## config.mk

```make
export PLATFORM = sky130hd
export DESIGN_NAME = serial_add_ctrl
export DESIGN_NICKNAME = d
export VERILOG_FILES = /design/src/rtl/serial_add_pkg.sv /design/src/rtl/fa.sv /design/src/rtl/serial_add_ctrl.sv
export SDC_FILE = /design/constraint.sdc
export NUM_CORES = 1
export LEC_CHECK = 0
export BUFFER_PORTS_ARGS = -buffer_cell sky130_fd_sc_hd__buf_2
export CAP_MARGIN = 15
export CORE_UTILIZATION = 51
export DETAILED_ROUTE_END_ITERATION = 10
export PLACE_DENSITY = 0.76
export SYNTH_ARGS = -nofsm -noshare
export SYNTH_HDL_FRONTEND = slang
export SYNTH_HIERARCHICAL = 1
export SYNTH_SLANG_ARGS = --single-unit
```

## constraint.sdc

```tcl
create_clock -name clk -period 3.05 [get_ports clk]
set_clock_uncertainty 0.15 [all_clocks]
set_input_delay 0.305 -clock clk [delete_from_list [all_inputs] [get_ports clk]]
set_output_delay 0.305 -clock clk [all_outputs]
set_load 0.02 [all_outputs]
```

## src/rtl/serial_add_pkg.sv

```systemverilog
// Shared types and sizing helpers for the bit-serial adder controller.
package serial_add_pkg;

    localparam int unsigned SERIAL_ADD_DEF_WIDTH = 8;

    typedef enum logic [1:0] {
        IDLE = 2'd0,
        RUN  = 2'd1,
        DONE = 2'd2
    } state_e;

    // Bit-counter width for a given operand width; never narrower than one bit.
    function automatic int unsigned cnt_width(input int unsigned w);
        return (w > 1) ? $clog2(w) : 1;
    endfunction

endpackage

```

## src/rtl/fa.sv

```systemverilog
// One-bit full adder cell shared by the serial adder controller.
module fa (
    input  logic A,
    input  logic B,
    input  logic Cin,
    output logic Sum,
    output logic Cout
);

    assign Sum  = A ^ B ^ Cin;
    assign Cout = (A & B) | (A & Cin) | (B & Cin);

endmodule

```

## src/rtl/serial_add_ctrl.sv

```systemverilog
// Bit-serial adder: sequences one full adder over WIDTH bits, LSB first.
// Optional signed-overflow output enabled by defining SERIAL_ADD_OVF_EN.
module serial_add_ctrl
    import serial_add_pkg::*;
#(
    parameter int unsigned WIDTH = SERIAL_ADD_DEF_WIDTH
) (
    input  logic             clk,
    input  logic             rst_n,
    input  logic             start,
    input  logic [WIDTH-1:0] A,
    input  logic [WIDTH-1:0] B,
    input  logic             Cin,
    output logic             busy,
    output logic             done,
    output logic [WIDTH-1:0] Sum,
    output logic             Cout
`ifdef SERIAL_ADD_OVF_EN
    ,
    output logic             Ovf
`endif
);

    localparam int unsigned CW = cnt_width(WIDTH);

    state_e           state_q, state_d;
    logic [WIDTH-1:0] a_q, a_d;
    logic [WIDTH-1:0] b_q, b_d;
    logic             carry_q, carry_d;
    logic [CW-1:0]    cnt_q, cnt_d;
    logic [WIDTH-1:0] sh_q, sh_d;
    logic [WIDTH-1:0] sum_q, sum_d;
    logic             cout_q, cout_d;
    logic             busy_q, busy_d;
    logic             done_q, done_d;
`ifdef SERIAL_ADD_OVF_EN
    logic             ovf_q, ovf_d;
`endif

    logic fa_a, fa_b, fa_cin, fa_sum, fa_cout;

    fa u_fa (
        .A    (fa_a),
        .B    (fa_b),
        .Cin  (fa_cin),
        .Sum  (fa_sum),
        .Cout (fa_cout)
    );

    // Next-state and datapath sequencing.
    always_comb begin
        state_d = state_q;
        a_d     = a_q;
        b_d     = b_q;
        carry_d = carry_q;
        cnt_d   = cnt_q;
        sh_d    = sh_q;
        sum_d   = sum_q;
        cout_d  = cout_q;
`ifdef SERIAL_ADD_OVF_EN
        ovf_d   = ovf_q;
`endif
        fa_a    = a_q[cnt_q];
        fa_b    = b_q[cnt_q];
        fa_cin  = carry_q;

        unique case (state_q)
            IDLE, DONE: begin
                state_d = IDLE;
                if (start) begin
                    a_d     = A;
                    b_d     = B;
                    carry_d = Cin;
                    cnt_d   = '0;
                    sh_d    = '0;
                    state_d = RUN;
                end
            end
            RUN: begin
                sh_d    = {fa_sum, sh_q[WIDTH-1:1]};
                carry_d = fa_cout;
                cnt_d   = cnt_q + CW'(1);
                // Last bit: publish result; carry_q here is the carry into the MSB.
                if (cnt_q == CW'(WIDTH - 1)) begin
                    sum_d   = sh_d;
                    cout_d  = fa_cout;
`ifdef SERIAL_ADD_OVF_EN
                    ovf_d   = carry_q ^ fa_cout;
`endif
                    state_d = DONE;
                end
            end
            default: state_d = IDLE;
        endcase

        busy_d = (state_d == RUN);
        done_d = (state_d == DONE);
    end

    always_ff @(posedge clk) begin
        if (!rst_n) begin
            state_q <= IDLE;
            a_q     <= '0;
            b_q     <= '0;
            carry_q <= 1'b0;
            cnt_q   <= '0;
            sh_q    <= '0;
            sum_q   <= '0;
            cout_q  <= 1'b0;
            busy_q  <= 1'b0;
            done_q  <= 1'b0;
`ifdef SERIAL_ADD_OVF_EN
            ovf_q   <= 1'b0;
`endif
        end else begin
            state_q <= state_d;
            a_q     <= a_d;
            b_q     <= b_d;
            carry_q <= carry_d;
            cnt_q   <= cnt_d;
            sh_q    <= sh_d;
            sum_q   <= sum_d;
            cout_q  <= cout_d;
            busy_q  <= busy_d;
            done_q  <= done_d;
`ifdef SERIAL_ADD_OVF_EN
            ovf_q   <= ovf_d;
`endif
        end
    end

    assign busy = busy_q;
    assign done = done_q;
    assign Sum  = sum_q;
    assign Cout = cout_q;
`ifdef SERIAL_ADD_OVF_EN
    assign Ovf  = ovf_q;
`endif

endmodule

```

==> qor.csv <==
stage;metric;value;unit
synth;Syn Nets;205;
critical_path;startpoint types;register;
grt;GRT overflow;0;
synth;#FFs+latches synth;40;
floorplanning;Core Area;0.00308;mm2
synth;synth warn;6;
synth;Syn Inst Count;182;
synth;Post-synth EDFFs;0;
timing;Tcrit/Tclk final;0.795;
place;IO buf count;30;
clock_tree;Root Driver;clkbuf_4;
synth;top cells by area, synth;dfxtp_1 48%, a21boi_0 15%, nand2_1 12%;
clock_tree;CTS sink count;40;
synth;Async SR Flop Fraction;0;
layout;Nets;230;
pwr;worst vdd ir;351;uV
timing;Final Max Tran Viols;0;
floorplanning;die height;59.3;um
layout;final std cells w/o fill;252;
status;status;finished, final reports clean;
timing;RSZ-0062 raised after global routing;no;
timing;Slew headroom;0.368;
place;DP Cell Count;244;
synth;Avg Cell Area, Syn;9.20;um2
grt;vias in the first global route;1256;
clock_tree;post-CTS setup buffers;0;
synth;most frequent cell after synthesis;nand2_1;
synth;Syn Std Cell Area;0.00167;mm2
pwr;Power Dens Cells;520;mW/mm2
timing;Tightest Pin Transition;949;ps
layout;layout cells sized above 1;0.207;
detailed_routing;Routed wire per std cell;12.4;um
synth;post-synthesis sequential area ratio;0.478;
timing;Tmin final;2420;ps
timing;TNS Setup;0;ps
synth;Yosys cell types;21;
critical_path;critical path type;reg2reg;
timing;Final Hold Viols;0;
layout;fill count;279;
synth;predominant post-synthesis flop cell;dfxtp_1;
clock_tree;H-tree levels;2;
floorplanning;die span in x;59.3;um
pwr;total power;0.992;mW
clock_tree;Max Root-Sink Buffers;2;
detailed_routing;Routed Antenna Nets;0;
detailed_routing;met2 routed wirelength;1560;um
pwr;leakage power;0.769;nW
critical_path;crit path DAT;2560;ps
timing;final setup fails;0;
detailed_routing;DRT met1 WL;1400;um
detailed_routing;top layer in use;met4;
clock_tree;cts repair resizes;0;
synth;dominant cell type by area after synthesis;dfxtp_1;
clock_tree;clk_lat worst skew;350;ps
floorplanning;# IOs;31;
floorplanning;initial core utilization;0.544;
grt;global-route wire length before repair;5520;um
detailed_routing;Iteration-0 DRC Markers;62;
floorplanning;DIE AREA;0.00352;mm2
clock_tree;CTS buffer count;5;
clock_tree;Clock transition at path regs;120;ps
synth;top-area cell type share of the netlist area;0.478;
critical_path;Setup crit end kind;register;
synth;Commonest cells post-synth;52 x nand2_1, 40 x dfxtp_1, 34 x a21boi_0;
run;max-capacitance violation count;0;
grt;GRT Util Overall;0.214;
place;hpwl dp;2130;um
floorplanning;Placement Rows;20;
critical_path;Max FO, Critical Path;7;
detailed_routing;final WL;3130;um
layout;Area growth, synth to finish;13.9;%
detailed_routing;Vias/cell;5.18;
critical_path;WP data required;3190;ps
place;GPL Wtd Cong;0.724;
layout;# diodes;0;
clock_tree;hold buffers post-CTS;0;
grt;initial antenna violation count;0;
detailed_routing;total iterations of the first detailed-routing run;4;
min_path;Hold Crit Class;in2reg;
grt;largest net degree at the start of global routing;41;
detailed_routing;via count;1306;
clock_tree;CTS tree;done;
detailed_routing;met3 WL;119;um
timing;FMAX;0.413;GHz
detailed_routing;DRC viols;0;
-- cell families after synthesis --
family	share of synthesized area
DFF	0.478
buffers and inverters	0.0404
and+or+nand+nor	0.212
muxes	0.0762
AOI/OAI and AO/OA	0.167
adders and majority gates	0.0269
-- report_power, final --
group | switching, mW | internal (mW)
Sequential | 0.0131 | 0.541
Clock | 0.176 | 0.171
Combinational | 0.0489 | 0.0413
Total | 0.238 | 0.754
-- layer usage --
layer / vias up / global-route usage
met5: - / 0
met4: 0 / 0.0918
met3: 7 / 0.0655
met2: 29 / 0.355
met1: 599 / 0.254
li1: 671 / -
-- final cells by class --
class / count / area (um2) / share of cell area
multi-input cells: 128 / 806 / 0.423
repair buffers: 32 / 165 / 0.0866
clock buffers: 5 / 37.5 / 0.0197
clock inverters: 3 / 42.5 / 0.0223
well taps: 44 / 55.1 / 0.0289
flip-flops and latches: 40 / 801 / 0.420
-- registers in the layout, indices dropped and copies added (netlist names) --
name and cells:
cnt_q 3, Cout 1, state_q 2, done 1
b_q 8, a_q 8, sh_q 7, carry_q 1
busy 1, Sum 8
-- critical path, cell delays in order, from the launching register on --
cell      delay (ps)
dfxtp_1          520
mux4_1           600
mux2_2           300
fa_1             560
nand3_1           70
a21boi_0         170
-- placed cells by master (no fill, tap or decap), types with 2 or more instances in the layout --
cell,n
and2_1,2
clkbuf_4,5
and3_1,2
nor2b_1,2
nand2b_1,2
nand3_1,18
mux2_2,2
buf_4,2
mux4_1,4
ha_1,2
buf_2,30
a21boi_0,34
dfxtp_1,40
nand2_1,52
o21ai_0,2
-- stage by stage --
stage | hold WS, ps | cell area [um2] | setup slack (ps) | utilization
6_report | 37.9 | 1910 | 626 | 0.620
5_1_grt | 26.4 | 1910 | 541 | 0.620
4_1_cts | 19.2 | 1910 | 627 | 0.620
3_5_place_dp | 307 | 1830 | 639 | 0.593
3_3_place_gp | 297 | 1830 | 752 | 0.593
2_1_floorplan | 289 | 1670 | 840 | -
-- worst paths after layout --
check,cells after the start,slack [ps],from,to
worst max-delay path,5,630,cnt_q[0],Sum[7]
worst min-delay path,3,40,A[3],a_q[3]
worst max register to register,5,630,cnt_q[0],Sum[7]
worst min register to register,2,320,b_q[1],b_q[1]
Power figures use the tool's default switching activity.
